$ cat src/rtl/irq_trap_ctrl.sv
// ============================================================================
// irq_trap_ctrl
// ----------------------------------------------------------------------------
// Machine-mode interrupt receiver and trap sequencer. The block registers the
// CLINT timer/software lines and an external line, and holds the M-mode
// interrupt CSRs (mstatus, mie, mip, mtvec, mepc, mcause). At instruction-retire
// boundaries it arbitrates pending and enabled interrupts, redirects fetch to
// the handler, and sequences the mret return back to mepc.
//
// Optional feature macro:
//   VECTORED_MODE_EN  - when defined, mtvec[1:0] is writable and mode 2'b01
//                       dispatches to base + 4*cause_code. When undefined,
//                       mtvec[1:0] reads 0 and every trap goes to the base.
//
// Ports:
//   clk_in                     clock
//   reset_in                   synchronous active-high reset
//   timer_interrupt_req_in     level MTI request
//   software_interrupt_req_in  level MSI request
//   external_interrupt_req_in  level MEI request
//   csr_we_in                  CSR write strobe
//   csr_addr_in[11:0]          CSR address (read and write)
//   csr_wdata_in[31:0]         CSR write data
//   csr_rdata_out[31:0]        combinational CSR read data, 0 when unmapped
//   retire_valid_in            an instruction retires (interrupt boundary)
//   next_pc_in[31:0]           PC following the retiring instruction
//   mret_in                    mret retires this cycle
//   redirect_valid_out         one-cycle fetch redirect / flush (registered)
//   redirect_pc_out[31:0]      redirect target (registered)
//   in_handler_out             high while executing the trap handler
// ============================================================================
module irq_trap_ctrl #(
    parameter logic [31:0] RESET_MTVEC = 32'h0000_0100,
    parameter logic        RETURN_MPIE = 1'b1
) (
    input  logic        clk_in,
    input  logic        reset_in,
    input  logic        timer_interrupt_req_in,
    input  logic        software_interrupt_req_in,
    input  logic        external_interrupt_req_in,
    input  logic        csr_we_in,
    input  logic [11:0] csr_addr_in,
    input  logic [31:0] csr_wdata_in,
    output logic [31:0] csr_rdata_out,
    input  logic        retire_valid_in,
    input  logic [31:0] next_pc_in,
    input  logic        mret_in,
    output logic        redirect_valid_out,
    output logic [31:0] redirect_pc_out,
    output logic        in_handler_out
);

    localparam logic [11:0] ADDR_MSTATUS = 12'h300;
    localparam logic [11:0] ADDR_MIE     = 12'h304;
    localparam logic [11:0] ADDR_MTVEC   = 12'h305;
    localparam logic [11:0] ADDR_MEPC    = 12'h341;
    localparam logic [11:0] ADDR_MCAUSE  = 12'h342;
    localparam logic [11:0] ADDR_MIP     = 12'h344;

    localparam logic [31:0] MIE_MASK = 32'h0000_0888;

`ifdef VECTORED_MODE_EN
    localparam logic [31:0] MTVEC_MASK = 32'hFFFF_FFFF;
`else
    localparam logic [31:0] MTVEC_MASK = 32'hFFFF_FFFC;
`endif

    typedef enum logic [1:0] {
        ST_IDLE,
        ST_TRAP,
        ST_HANDLER,
        ST_RETURN
    } state_t;

    state_t      r_state;
    state_t      w_state_next;

    logic        r_mstatus_mie;
    logic        r_mstatus_mpie;
    logic [31:0] r_mie;
    logic [31:0] r_mip;
    logic [31:0] r_mtvec;
    logic [31:0] r_mepc;
    logic [31:0] r_mcause;
    logic        r_redirect_valid;
    logic [31:0] r_redirect_pc;

    logic [31:0] w_pend;
    logic        w_take;
    logic        w_mret;
    logic [3:0]  w_code;
    logic        w_mstatus_mie_next;
    logic        w_mstatus_mpie_next;
    logic [31:0] w_mie_next;
    logic [31:0] w_mtvec_next;
    logic [31:0] w_mepc_next;
    logic [31:0] w_mcause_next;
    logic [31:0] w_handler_pc;
    logic        w_redirect_valid_next;
    logic [31:0] w_redirect_pc_next;
    logic [1:0]  w_unused_pc_bits;

    // mepc is word aligned, so the low PC bits are never stored.
    assign w_unused_pc_bits = next_pc_in[1:0];

    // Interrupt arbitration. A take needs a pending+enabled source, global
    // enable, a retire boundary and the IDLE state; the state gate is what
    // blocks nesting. If take and mret coincide in IDLE, the interrupt wins.
    // Priority is external, then software, then timer.
    always_comb begin
        w_pend = r_mip & r_mie;
        w_take = (w_pend != 32'd0) && r_mstatus_mie && retire_valid_in
                 && (r_state == ST_IDLE);
        w_mret = mret_in && !w_take
                 && ((r_state == ST_IDLE) || (r_state == ST_HANDLER));
        if (w_pend[11]) begin
            w_code = 4'd11;
        end else if (w_pend[3]) begin
            w_code = 4'd3;
        end else begin
            w_code = 4'd7;
        end
    end

    // Next CSR values. The software write lands first, then trap entry or mret
    // overrides the fields it owns. Trap/mret read pre-write register values.
    always_comb begin
        w_mstatus_mie_next  = r_mstatus_mie;
        w_mstatus_mpie_next = r_mstatus_mpie;
        w_mie_next          = r_mie;
        w_mtvec_next        = r_mtvec;
        w_mepc_next         = r_mepc;
        w_mcause_next       = r_mcause;
        if (csr_we_in) begin
            case (csr_addr_in)
                ADDR_MSTATUS: begin
                    w_mstatus_mie_next  = csr_wdata_in[3];
                    w_mstatus_mpie_next = csr_wdata_in[7];
                end
                ADDR_MIE:    w_mie_next    = csr_wdata_in & MIE_MASK;
                ADDR_MTVEC:  w_mtvec_next  = csr_wdata_in & MTVEC_MASK;
                ADDR_MEPC:   w_mepc_next   = {csr_wdata_in[31:2], 2'b00};
                ADDR_MCAUSE: w_mcause_next = csr_wdata_in;
                default:     ;
            endcase
        end
        if (w_take) begin
            w_mepc_next         = {next_pc_in[31:2], 2'b00};
            w_mcause_next       = {1'b1, 27'd0, w_code};
            w_mstatus_mpie_next = r_mstatus_mie;
            w_mstatus_mie_next  = 1'b0;
        end else if (w_mret) begin
            w_mstatus_mie_next  = r_mstatus_mpie;
            w_mstatus_mpie_next = RETURN_MPIE;
        end
    end

    // Handler entry point, taken from the mtvec value that will be live once
    // any same-cycle write has landed.
    always_comb begin
        w_handler_pc = {w_mtvec_next[31:2], 2'b00};
`ifdef VECTORED_MODE_EN
        if (w_mtvec_next[1:0] == 2'b01) begin
            w_handler_pc = {w_mtvec_next[31:2], 2'b00} + {26'd0, w_code, 2'b00};
        end
`endif
    end

    // Next-state logic. The redirect is produced one edge early so that it is
    // a registered output that is high exactly while in TRAP or RETURN.
    always_comb begin
        w_state_next          = r_state;
        w_redirect_valid_next = 1'b0;
        w_redirect_pc_next    = 32'd0;
        case (r_state)
            ST_IDLE: begin
                if (w_take) begin
                    w_state_next = ST_TRAP;
                end else if (w_mret) begin
                    w_state_next = ST_RETURN;
                end
            end
            ST_TRAP:    w_state_next = ST_HANDLER;
            ST_HANDLER: begin
                if (w_mret) begin
                    w_state_next = ST_RETURN;
                end
            end
            ST_RETURN:  w_state_next = ST_IDLE;
            default:    w_state_next = ST_IDLE;
        endcase
        if (w_state_next == ST_TRAP) begin
            w_redirect_valid_next = 1'b1;
            w_redirect_pc_next    = w_handler_pc;
        end else if (w_state_next == ST_RETURN) begin
            w_redirect_valid_next = 1'b1;
            w_redirect_pc_next    = w_mepc_next;
        end
    end

    // State register.
    always_ff @(posedge clk_in) begin
        if (reset_in) begin
            r_state <= ST_IDLE;
        end else begin
            r_state <= w_state_next;
        end
    end

    // CSR, request-line and redirect registers. mip is a plain level sample of
    // the request lines; software has to clear the source, not mip.
    always_ff @(posedge clk_in) begin
        if (reset_in) begin
            r_mstatus_mie    <= 1'b0;
            r_mstatus_mpie   <= 1'b0;
            r_mie            <= 32'd0;
            r_mip            <= 32'd0;
            r_mtvec          <= RESET_MTVEC & MTVEC_MASK;
            r_mepc           <= 32'd0;
            r_mcause         <= 32'd0;
            r_redirect_valid <= 1'b0;
            r_redirect_pc    <= 32'd0;
        end else begin
            r_mstatus_mie    <= w_mstatus_mie_next;
            r_mstatus_mpie   <= w_mstatus_mpie_next;
            r_mie            <= w_mie_next;
            r_mip            <= {20'd0, external_interrupt_req_in, 3'd0,
                                 timer_interrupt_req_in, 3'd0,
                                 software_interrupt_req_in, 3'd0};
            r_mtvec          <= w_mtvec_next;
            r_mepc           <= w_mepc_next;
            r_mcause         <= w_mcause_next;
            r_redirect_valid <= w_redirect_valid_next;
            r_redirect_pc    <= w_redirect_pc_next;
        end
    end

    // CSR read mux. mstatus.MPP is hardwired to machine mode (2'b11).
    always_comb begin
        csr_rdata_out = 32'd0;
        case (csr_addr_in)
            ADDR_MSTATUS: csr_rdata_out = {19'd0, 2'b11, 3'd0, r_mstatus_mpie,
                                           3'd0, r_mstatus_mie, 3'd0};
            ADDR_MIE:     csr_rdata_out = r_mie;
            ADDR_MTVEC:   csr_rdata_out = r_mtvec;
            ADDR_MEPC:    csr_rdata_out = r_mepc;
            ADDR_MCAUSE:  csr_rdata_out = r_mcause;
            ADDR_MIP:     csr_rdata_out = r_mip;
            default:      csr_rdata_out = 32'd0;
        endcase
    end

    assign redirect_valid_out = r_redirect_valid;
    assign redirect_pc_out    = r_redirect_pc;
    assign in_handler_out     = (r_state == ST_HANDLER);

endmodule

$ cat config.mk
export PLATFORM = sky130hd
export DESIGN_NAME = irq_trap_ctrl
export DESIGN_NICKNAME = d
export VERILOG_FILES = /design/src/rtl/irq_trap_ctrl.sv
export SDC_FILE = /design/constraint.sdc
export NUM_CORES = 1
export LEC_CHECK = 0
export BUFFER_PORTS_ARGS = -buffer_cell sky130_fd_sc_hd__buf_2
export CORE_MARGIN = 2
export CORE_UTILIZATION = 35
export CTS_CLUSTER_DIAMETER = 60
export DETAILED_ROUTE_END_ITERATION = 10
export GPL_TIMING_DRIVEN = 0
export SETUP_SLACK_MARGIN = 0.4
export SYNTH_ARGS = -nofsm -noshare
export SYNTH_HDL_FRONTEND = slang
export SYNTH_SLANG_ARGS = --single-unit
export TNS_END_PERCENT = 50
$ cat constraint.sdc
create_clock -name clk_in -period 5.27 [get_ports clk_in]
set_clock_uncertainty 0.2 [all_clocks]
set_input_delay 0.527 -clock clk_in [delete_from_list [all_inputs] [get_ports clk_in]]
set_output_delay 0.527 -clock clk_in [all_outputs]
set_load 0.01 [all_outputs]
== Word level (Yosys, flattened, before mapping) ==
Cells that the tools add are included.
Storage, ports and cells
  memories kept: 0
  register bits: 166
  output and inout port bits: 66
  bits in latches: 0
  memory bits (writable): 0
  input port bits: 84
  logic and storage cells: 73
  memory bits (read-only): 0
Operators by class
  multiply operators: 0
  multiplexer cells: 25
  shift-type cells: 0
  bitwise operators: 2
  magnitude comparators: 0
  add/subtract/negate cells: 0
  equality and inequality tests: 11
  divide/modulo/power cells: 0
  reductions and logical operators: 22
Operator list (count)
  32-bit two-way mux: 10
  32-bit one-hot mux with 6 select lines: 1
  12-bit by 10-bit == test with 1-bit output, second input constant: 6
  32-bit by 12-bit AND with 32-bit output: 1
  32-bit nonzero test: 1
  2-bit AND reduction: 5
  1-bit two-way mux: 9
  2-bit one-hot mux with 4 select lines: 1
  2-bit nonzero test: 4
  2-bit == test, second input constant: 3
  3-bit nonzero test: 2
  1-bit logical AND: 5
  2-bit by 1-bit == test with 1-bit output, second input constant: 2
  2-bit two-way mux: 2
  4-bit two-way mux: 1
  3-bit two-way mux: 1
  3-bit OR reduction: 1
  2-bit zero test: 1
  2-bit OR reduction: 1
  1-bit zero test: 1
  1-bit logical OR: 1
  1-bit inverter: 1

== Logic depth before layout (Yosys ltp) ==
Gate-level depths: netlist of the first run.
  depth after elaboration: 14
  gate-level depth with buffers: 10
  mapped depth without buffers: 7

== Least setup slack after synthesis of the first run ==
Ideal clock, no wire load.
  kind: input to output
  start point: input port csr_addr_in[10]
  end point: output port csr_rdata_out[24]
  slack: 2255 ps
  data required time: 4543 ps
  buffers on the path: 3
  stages on the path: 8
  arrival: 2288 ps
  path through: nand4bb_1 buf_2 nor3b_1 and3_1 clkbuf_1 buf_2 a222oi_1 inv_1
On the way
  cells in the longest elaborated chain, start to end: 2
  elaborated cells on any way between the ends: 7
Ends and longest elaborated chain
  start: declaration: line 42  | input logic [11:0] csr_addr_in,
  12-bit by 10-bit == test with 1-bit output: line 241  | case (csr_addr_in)
  32-bit one-hot mux with 6 select lines (*): line 241
  end: declaration: line 44  | output logic [31:0] csr_rdata_out,
Mark *: on every way between the ends. The rest lies on a longest branch, timed or not.

== Worst setup path after layout of the first run ==
  start point: input port csr_addr_in[5]
  end point: output port csr_rdata_out[11]
Same word-level chain as after synthesis.

==> results.sh, run 1 <==
export IMPL_run_status="finished, final reports clean"
export IMPL_required_time_reported_for_the_critical_path_endpoint_ns=4.54
export IMPL_io_pins=150
export IMPL_clock_sinks=136
export IMPL_areaGrowthSynthToFinish_pct=24.9
export IMPL_worst_setup_path_end_kind="output port"
export IMPL_gp_congestion=0.946
export IMPL_synth_edff_count=0
export IMPL_synth_ff_latch_count=136
export IMPL_globalRouteMet2Util_pct=39.1
export IMPL_grt_first_pass_wirelength_um=38100
export IMPL_synth_top_cell_area_share_pct=41.8
export IMPL_ys_seq_area_share_pct=41.8
export IMPL_synth_lib_cells_used_distinct=49
export IMPL_timing_critical_path_fanout_max=10
export IMPL_cts_made_buffers=17
export IMPL_post_route_drc_count=0
export IMPL_first_iter_violations=802
export IMPL_timing_final_hold_violations=0
export IMPL_drv_slew=0
export IMPL_crit_path_start_kind="input pin"
export IMPL_cp_cell_sequence="buf_2 -> or4_1 -> buf_2 -> nor4_1 -> buf_2 -> buf_2 -> a222oi_1 -> o31ai_1 -> buf_2"
export IMPL_drt_pass1_iterations=7
export IMPL_timing_final_setup_violations=0
export IMPL_total_leakage_power_uw=0.00328
export IMPL_synthesis_nets=868
export IMPL_fin_nets=1032
export IMPL_timing_max_slew_rel_slack_pct=15.1
export IMPL_insertion_delay_ns=0.43
export IMPL_dp_cells=1155
export IMPL_netlist_instances=781
export IMPL_n_fill_cell=1864
export IMPL_rows=49
export IMPL_highest_clock_frequency_the_design_can_meet_mhz=223
export IMPL_floorplan_die_area_mm2=0.0197
export IMPL_htree_levels=4
export IMPL_min_path_type="input pin to flop"
export IMPL_n_antenna_cell=0
export IMPL_cpLargestDelayFamily="simple AND/OR/NAND/NOR gates"
export IMPL_die_h_um=140
export IMPL_largest_net_degree_at_the_start_of_global_routing=17
export IMPL_worst_path_max_delay_cell="nor4_1"
export IMPL_route_vias_total=6704
export IMPL_irDropWorstVdd_uv=208
export IMPL_period_needed_ns=4.48
export IMPL_port_buffers=145
export IMPL_classification_of_the_worst_setup_path="input pin to output port"
export IMPL_route_detailed_vias_per_inst=5.65
export IMPL_initial_core_util_pct=35.9
export IMPL_grtUsageTotal_pct=25.2
export IMPL_globalRoute_busiestLayer="met2"
export IMPL_grt_use_met1_pct=34.5
export IMPL_clkSlewWorstSetupHoldPaths_ns=0.06
export IMPL_syn_area_per_cell_um2=8.35
export IMPL_setup_repair_after_global_routing_missed_its_margin="false"
export IMPL_cts_tree="yes"
export IMPL_layoutNonFillerInstCount=1186
export IMPL_grt_use_met3_pct=5.16
export IMPL_fp_dieW_um=140
export IMPL_fin_crit_sh_pct=85.1
export IMPL_critical_path_most_common_cell="buf_2"
export IMPL_post_cts_resized=0
export IMPL_syn_cell_area_mm2=0.00652
export IMPL_post_synth_top_area_cell="dfxtp_1"
export IMPL_synthTopCellsByArea="dfxtp_1 (42%), nand2b_1 (5.9%), a21oi_1 (5.8%)"
export IMPL_post_route_cells_drive_above_1_share_pct=21.8
export IMPL_design_core_area_mm2=0.0181
export IMPL_clk_path_buf_depth=2
export IMPL_detailed_route_wire_length_per_cell_um=20.8
export IMPL_share_of_synthesized_registers_carrying_an_async_set_or_reset_pct=0
export IMPL_initial_antenna_violation_count=0
export IMPL_drv_cap=0
export IMPL_worst_path_largest_cell_delay_ns=1.03
export IMPL_pwr_density_cell_mw_per_mm2=344
export IMPL_synth_warning_count=0
export IMPL_clock_root_buffer_master="clkbuf_16"
export IMPL_number_of_hold_buffers_added_after_cts=0
export IMPL_synth_main_ff_cell="dfxtp_1"
export IMPL_grt_overflow_total=0
export IMPL_setup_tns_final_ns=0
export IMPL_tightestPinTransition_ns=1.26
export IMPL_routed_wirelength_um=24700
export IMPL_critPathArrivalTime_ns=3.76
export IMPL_first_global_vias=6593
export IMPL_hpwl_um=17500
export IMPL_crit_buf_inv=5
export IMPL_post_cts_repair_setup_buffers=0
export IMPL_route_antenna_remaining_nets=0
-- kinds of logic after synthesis --
kind of cell / count (synthesis) / share of synthesized area, %
AO/OA/AOI/OAI: 164 / 17.6
multiplexers: 36 / 5.53
adder cells (fa/ha/maj): 3 / 0.576
flip-flops: 136 / 41.8
AND/OR/NAND/NOR: 326 / 27.4
buffers and inverters: 116 / 7.20
-- final cells by class --
class                   instances  area, um2  share of cell area (%)
plain buffers                  76        319                    3.92
clock buffers                  20        467                    5.73
clock inverters                11        146                    1.80
inverters                      40        150                    1.84
multi-input cells             529       3330                    40.9
flip-flops and latches        136       2720                    33.4
well taps                     229        287                    3.52
repair buffers                145        726                    8.91
-- Yosys cell counts (2+ instances only) --
cell type  count
a31oi_1        2
nor2b_1        4
nor4_1        24
nand2_1       92
or4_1         23
ha_1           3
nand4_1       22
nor3_1        24
a211oi_1      22
inv_1         40
a21oi_1       76
o211ai_1       2
buf_4          2
buf_2         15
mux2i_1       36
a22oi_1        3
nor3b_1        3
dfxtp_1      136
o311ai_1       8
nand3_1        6
nand2b_1      62
o31ai_1        2
o21ai_0        2
and3_1        13
nor2_1        30
and2_4         8
buf_1          4
or2_2          3
or3_1          2
a22o_1         2
a222oi_1      31
clkbuf_1      54
o31a_1         9
-- flip-flops by register name, summed over array words and instances (netlist names), 2 cells and up --
register         count
redirect_pc_out     32
r_mtvec             30
r_state              2
r_mie                3
r_mcause            32
r_mepc              32
r_mip                3
-- cell usage in the layout, fill, tap and decap left out, types with 13 or more instances in the layout --
| cell | Yosys | layout |
|---|---|---|
| inv_1 | 40 | 40 |
| nor4_1 | 24 | 24 |
| or4_1 | 23 | 23 |
| nand4_1 | 22 | 22 |
| clkbuf_1 | 54 | 54 |
| nor3_1 | 24 | 24 |
| a21oi_1 | 76 | 76 |
| clkbuf_16 | 0 | 17 |
| buf_2 | 15 | 160 |
| dfxtp_1 | 136 | 136 |
| nand2_1 | 92 | 92 |
| nor2_1 | 30 | 30 |
| and3_1 | 13 | 13 |
| mux2i_1 | 36 | 36 |
| a222oi_1 | 31 | 31 |
| nand2b_1 | 62 | 62 |
| a211oi_1 | 22 | 22 |
-- worst reg2reg max path: cells and delay by family, from the launching register on --
family | cells | cell delay (ns)
and+or+nand+nor | 1 | 0.25
buffers and inverters | 2 | 0.89
AOI/OAI and AO/OA | 4 | 1.51
DFF | 1 | 0.36
-- stage by stage --
stage / hold slack, ns / total power [uW] / setup slack (ns) / util (%) / cell area, um2
2_1_floorplan: 0.231 / 1320 / 2.26 / - / 6520
3_3_place_gp: 0.238 / 1550 / 0.904 / 41.5 / 7530
3_5_place_dp: 0.244 / 1550 / 0.989 / 41.5 / 7530
4_1_cts: 0.100 / 2800 / 0.987 / 44.9 / 8150
5_1_grt: 0.102 / 2880 / 0.761 / 44.9 / 8150
6_report: 0.113 / 2800 / 0.788 / 44.9 / 8150
-- power by group --
part           switching, uW  internal, uW
sequential              12.0          1040
combinational            382           109
clock                    480           778
total                    874          1930
-- layer usage --
| metal | vias to the layer above | share of wire, % |
|---|---|---|
| met1 | 3129 | 45 |
| met2 | 369 | 45 |
| met5 | - | 0 |
| met3 | 47 | 8.3 |
| met4 | 0 | 2.5 |
| li1 | 3159 | - |
-- final timing paths --
kind | from | endpoint | slack (ns) | cells past startpoint
min | timer_interrupt_req_in | r_mip[7] | 0.11 | 2
min reg2reg | r_mcause[16] | r_mcause[16] | 0.25 | 2
max | csr_addr_in[5] | csr_rdata_out[11] | 0.79 | 9
max reg2reg | r_mip[11] | redirect_pc_out[8] | 1.89 | 7
No activity file was read; power rests on OpenSTA's default activity.
==> inputs of run 2 (changes only) <==
ABC_AREA = 1   (was not set)
==> results.sh, run 2 <==
export IMPL_reg2regPathDepth=11
export IMPL_drt_pass1_iterations=7
export IMPL_fin_crit_sh_pct=57.5
export IMPL_regToRegStartpoint="r_state[0]"
export IMPL_post_route_cells_drive_above_1_share_pct=25.2
export IMPL_timing_final_hold_violations=0
export IMPL_post_cts_repair_setup_buffers=0
export IMPL_initial_core_util_pct=35.4
export IMPL_clk_path_buf_depth=2
export IMPL_detailed_route_wire_length_per_cell_um=16.1
export IMPL_crit_path_start_kind="input pin"
export IMPL_pwr_density_cell_mw_per_mm2=346
export IMPL_post_synth_most_frequent_cells="nand2_1 (239), dfxtp_1 (136), inv_1 (117)"
export IMPL_timing_max_slew_rel_slack_pct=55.0
export IMPL_setup_repair_after_global_routing_missed_its_margin="false"
export IMPL_dp_cells=1328
export IMPL_required_time_reported_for_the_critical_path_endpoint_ns=4.54
export IMPL_floorplan_die_area_mm2=0.0199
export IMPL_clock_root_buffer_master="clkbuf_16"
export IMPL_htree_levels=4
export IMPL_tightestPinTransition_ns=0.675
export IMPL_cts_tree="yes"
export IMPL_insertion_delay_ns=0.42
export IMPL_initial_antenna_violation_count=3
export IMPL_cp_startpoint="csr_addr_in[11]"
export IMPL_timing_final_setup_violations=0
export IMPL_post_cts_resized=0
export IMPL_post_synth_top_area_cell="dfxtp_1"
export IMPL_syn_cell_area_mm2=0.00657
export IMPL_total_leakage_power_uw=0.00419
export IMPL_layoutNonFillerInstCount=1361
export IMPL_grt_overflow_total=0
export IMPL_grt_first_pass_wirelength_um=33800
export IMPL_cts_made_buffers=17
export IMPL_ys_seq_area_share_pct=41.4
export IMPL_routed_wirelength_um=21900
export IMPL_share_of_synthesized_registers_carrying_an_async_set_or_reset_pct=0
export IMPL_n_fill_cell=1950
export IMPL_route_antenna_remaining_nets=0
export IMPL_fp_dieW_um=141
export IMPL_die_h_um=141
export IMPL_hpwl_um=15900
export IMPL_setup_tns_final_ns=0
export IMPL_first_global_vias=6316
export IMPL_synth_ff_latch_count=136
export IMPL_post_route_drc_count=0
export IMPL_layout_cells_most_common="nand2_1"
export IMPL_fin_nets=1200
export IMPL_run_status="finished, final reports clean"
export IMPL_irDropWorstVdd_uv=236
export IMPL_classification_of_the_worst_setup_path="input pin to output port"
export IMPL_synth_edff_count=0
export IMPL_grtUsageTotal_pct=22.3
export IMPL_synth_main_ff_cell="dfxtp_1"
export IMPL_critPathArrivalTime_ns=2.31
export IMPL_most_frequent_cells_in_the_layout="nand2_1 (239), buf_2 (172), dfxtp_1 (136), inv_1 (117), nand3_1 (88)"
export IMPL_multiInputGateArea_mm2=0.00299
export IMPL_drv_slew=0
export IMPL_cp_endpoint="csr_rdata_out[21]"
export IMPL_number_of_hold_buffers_added_after_cts=0
export IMPL_first_iter_violations=453
export IMPL_period_needed_ns=3.03
export IMPL_port_buffers=147
export IMPL_final_seq_area_mm2=0.00272
export IMPL_route_detailed_vias_per_inst=4.86
export IMPL_yosys_cell_count_top_type="nand2_1"
export IMPL_worst_r2r_endpoint="r_mcause[25]"
export IMPL_rows=50
export IMPL_clkSlewWorstSetupHoldPaths_ns=0.06
export IMPL_highest_clock_frequency_the_design_can_meet_mhz=330
export IMPL_gp_congestion=0.871
export IMPL_drv_cap=0
export IMPL_areaGrowthSynthToFinish_pct=25.6
export IMPL_largest_net_degree_at_the_start_of_global_routing=17
export IMPL_worst_setup_path_end_kind="output port"
export IMPL_clock_sinks=136
export IMPL_netlist_instances=947
export IMPL_syn_area_per_cell_um2=6.94
export IMPL_synthTopCellsByArea="dfxtp_1 (41%), nand2_1 (14%), nand3_1 (6.7%)"
export IMPL_design_core_area_mm2=0.0186
export IMPL_synthesis_nets=1034
export IMPL_synth_lib_cells_used_distinct=36
export IMPL_io_pins=150
export IMPL_timing_critical_path_fanout_max=10
export IMPL_reg2reg_setup_slack_ns=2.92
export IMPL_min_path_type="input pin to flop"
export IMPL_synth_top_cell_area_share_pct=41.4
export IMPL_route_vias_total=6616
export IMPL_synth_warning_count=0
## run 2: cell types whose count changed after synthesis, moves of 36 or more
| cell | before | now |
|---|---|---|
| a21oi_1 | 76 | 31 |
| clkbuf_1 | 54 | 18 |
| inv_1 | 40 | 117 |
| mux2i_1 | 36 | 0 |
| nand2_1 | 92 | 239 |
| nand2b_1 | 62 | 0 |
| nand3_1 | 6 | 88 |
| nor2_1 | 30 | 68 |
| o21ai_0 | 2 | 43 |
## run 2: cell families (layout without fill, tap and decap cells)
kind of cell	Yosys count	in the layout	synth area share [%]
adders and majority gates	3	3	0.571
AOI/OAI and AO/OA	134	134	11.9
and+or+nand+nor	474	474	33.1
DFF	136	136	41.4
other	0	2	0
buffers and inverters	200	378	13.0
## run 2: through the flow
step | cell area, um2 | power, uW | worst slack [ns] | utilization (%) | hold slack, ns
finish | 8250 | 2860 | 2.24 | 44.4 | 0.102
global route | 8250 | 2960 | 2.13 | 44.4 | 0.117
CTS | 8250 | 2880 | 2.26 | 44.4 | 0.0834
detailed placement | 7600 | 1560 | 2.27 | 40.9 | 0.249
global placement | 7600 | 1550 | 2.26 | 40.9 | 0.243
floorplan | 6570 | 1390 | 2.92 | - | 0.229
## run 2: per-layer routing
metal,share of wire [%],global-route usage [%],wire length [um]
met3,7.9,5.26,1720
met4,2.7,9.37,590
met1,43,29.0,9390
met5,0.050,0,11
met2,46,35.6,10200
## run 2: power breakdown
part,internal [uW],switching (uW),total (uW)
Sequential,1040,5.68,1050
Clock,861,464,1330
Combinational,156,328,484
## run 2: final cells by class
type	instances	area share (%)
antenna	2	0.0606
buffer	54	3.71
clock buffer	19	5.49
clock inverter	12	2.40
inverter	146	6.64
multi-input combinational	611	36.3
sequential	136	33.0
tap	234	3.55
timing repair buffer	147	8.91
## run 2: critical path, cell delays in order
cell,delay [ns]
buf_2,0.10
nor2_1,0.21
nand2_1,0.20
nor2_2,0.19
nand3_2,0.14
buf_2,0.23
buf_2,0.24
o221ai_1,0.28
buf_2,0.19
## run 2: how the worst min path moves through the flow
stage | from | to | slack [ns] | depth (start not counted)
after global placement | r_mcause[4] | r_mcause[4] | 0.24 | 2
after global routing | timer_interrupt_req_in | r_mip[7] | 0.12 | 3
after CTS | software_interrupt_req_in | r_mip[3] | 0.08 | 3
after floorplan | r_mcause[4] | r_mcause[4] | 0.23 | 2
final | software_interrupt_req_in | r_mip[3] | 0.10 | 3
after detailed placement | r_mcause[4] | r_mcause[4] | 0.25 | 2
==> inputs of run 3 (changes only) <==
clock period = 3.1 ns   (was 5.27 ns; I/O delays follow)
==> results.sh, run 3 (synthesized netlist as in run 2, its figures left out) <==
export IMPL_run_status="finished, final reports clean"
export IMPL_grtUsageTotal_pct=22.5
export IMPL_worst_hold_path_num_cells=5
export IMPL_met2_wirelength_um=10300
export IMPL_wl_met3_um=1550
export IMPL_post_route_cells_drive_above_1_share_pct=24.5
export IMPL_first_iter_violations=460
export IMPL_initial_core_util_pct=35.4
export IMPL_insertion_delay_ns=0.42
export IMPL_fin_nets=1232
export IMPL_crit_path_start_kind="input pin"
export IMPL_clkSlewWorstSetupHoldPaths_ns=0.06
export IMPL_critPathArrivalTime_ns=2.06
export IMPL_worst_path_max_delay_cell="o221ai_1"
export IMPL_highest_clock_frequency_the_design_can_meet_mhz=389
export IMPL_areaGrowthSynthToFinish_pct=30.5
export IMPL_rows=50
export IMPL_clk_path_buf_depth=2
export IMPL_drv_slew=0
export IMPL_pwr_density_cell_mw_per_mm2=570
export IMPL_layout_cells_most_common="nand2_1"
export IMPL_gp_congestion=0.871
export IMPL_worst_path_largest_cell_delay_ns=0.40
export IMPL_setup_tns_final_ns=0
export IMPL_clock_sinks=136
export IMPL_timing_final_setup_violations=0
export IMPL_route_detailed_vias_per_inst=4.85
export IMPL_cp_cell_sequence="buf_2 -> nor2_1 -> nand2_1 -> inv_1 -> nand3_2 -> clkbuf_1 -> o221ai_1 -> buf_2"
export IMPL_n_fill_cell=1929
export IMPL_htree_levels=4
export IMPL_hold_path_startpoint="next_pc_in[6]"
export IMPL_first_global_vias=6428
export IMPL_fp_dieW_um=141
export IMPL_hpwl_um=15900
export IMPL_die_h_um=141
export IMPL_grt_first_pass_wirelength_um=34200
export IMPL_classification_of_the_worst_setup_path="input pin to output port"
export IMPL_port_buffers=147
export IMPL_route_antenna_remaining_nets=0
export IMPL_post_cts_repair_setup_buffers=0
export IMPL_drt_pass1_iterations=7
export IMPL_initial_antenna_violation_count=2
export IMPL_min_path_type="input pin to flop"
export IMPL_io_pins=150
export IMPL_drv_cap=0
export IMPL_reg2regPathDepth=11
export IMPL_post_route_drc_count=0
export IMPL_floorplan_die_area_mm2=0.0199
export IMPL_required_time_reported_for_the_critical_path_endpoint_ns=2.59
export IMPL_irDropWorstVdd_uv=405
export IMPL_reg2reg_setup_slack_ns=0.75
export IMPL_cts_made_buffers=17
export IMPL_design_core_area_mm2=0.0186
export IMPL_critical_path_most_common_cell="buf_2"
export IMPL_regToRegStartpoint="r_state[0]"
export IMPL_setup_repair_after_global_routing_missed_its_margin="false"
export IMPL_tightestPinTransition_ns=0.677
export IMPL_cts_tree="yes"
export IMPL_route_vias_total=6761
export IMPL_most_frequent_cells_in_the_layout="nand2_1 (238), buf_2 (172), dfxtp_1 (136), inv_1 (117), nand3_1 (88)"
export IMPL_timing_hold_ws_ns=0.00593
export IMPL_fin_total_pwr_uw=4890
export IMPL_total_leakage_power_uw=0.00433
export IMPL_worst_setup_path_end_kind="output port"
export IMPL_timing_final_hold_violations=0
export IMPL_detailed_route_wire_length_per_cell_um=15.8
export IMPL_largest_net_degree_at_the_start_of_global_routing=17
export IMPL_timing_critical_path_fanout_max=10
export IMPL_routed_wirelength_um=22100
export IMPL_topRoutingLayerUsed="met4"
export IMPL_worstHoldEndpoint="r_mepc[6]"
export IMPL_worst_r2r_endpoint="r_mcause[25]"
export IMPL_timing_max_slew_rel_slack_pct=54.9
export IMPL_clock_root_buffer_master="clkbuf_16"
export IMPL_period_needed_ns=2.57
export IMPL_grt_overflow_total=0
export IMPL_fin_crit_sh_pct=83.0
export IMPL_drt_met1_wl_um=9640
[run 3: layer usage]
metal / GRT usage [%] / vias to the layer above
met5: 0 / -
met4: 9.37 / 0
met3: 4.93 / 45
met2: 36.0 / 277
met1: 29.3 / 3016
li1: - / 3423
[run 3: per-stage QoR]
step                      cell area, um2  instances  utilization (%)  setup slack (ns)
final                               8580       1393             46.2             0.528
after global routing                8570       1392             46.1             0.448
after CTS                           8570       1391             46.1             0.527
after detailed placement            7600       1328             40.9             0.530
after global placement              7600       1328             40.9             0.526
after floorplan                     6570        947                -              1.04
[run 3: how the worst max path moves through the flow]
stage,start,to,slack [ns],depth (start not counted)
final,csr_addr_in[5],csr_rdata_out[4],0.53,8
after global routing,csr_addr_in[11],csr_rdata_out[21],0.45,9
after CTS,csr_addr_in[11],csr_rdata_out[21],0.53,9
after detailed placement,csr_addr_in[11],csr_rdata_out[21],0.53,9
after global placement,csr_addr_in[11],csr_rdata_out[4],0.53,8
after floorplan,r_state[0],redirect_pc_out[30],1.04,12
[run 3: area by class of cell]
cell class	instances	area (um2)	share of cell area, %
clock inverter	12	198	2.30
inverter	146	548	6.39
buffer	54	307	3.57
tap	234	293	3.41
antenna	2	5.00	0.0584
sequential	136	2720	31.7
timing repair buffer	179	1060	12.3
clock buffer	19	453	5.28
multi-input combinational	611	3000	34.9
[run 3: repair_timing]
item	in CTS	in global routing
setup endpoints to repair	0	1
resized for setup	0	1
hold buffers	32	0
hold endpoints to repair	36	0
[run 3: worst max-delay path: cells and delay by family]
kind | cells | cell delay, ns
AND/OR/NAND/NOR | 3 | 0.58
buffers and inverters | 4 | 0.76
AO/OA/AOI/OAI | 1 | 0.40
[run 3: power by group]
group	switching, uW	internal (uW)	leakage (uW)	total [uW]
Clock	786	1460	0.000315	2250
Sequential	9.75	1770	0.00110	1780
Combinational	563	291	0.00292	854
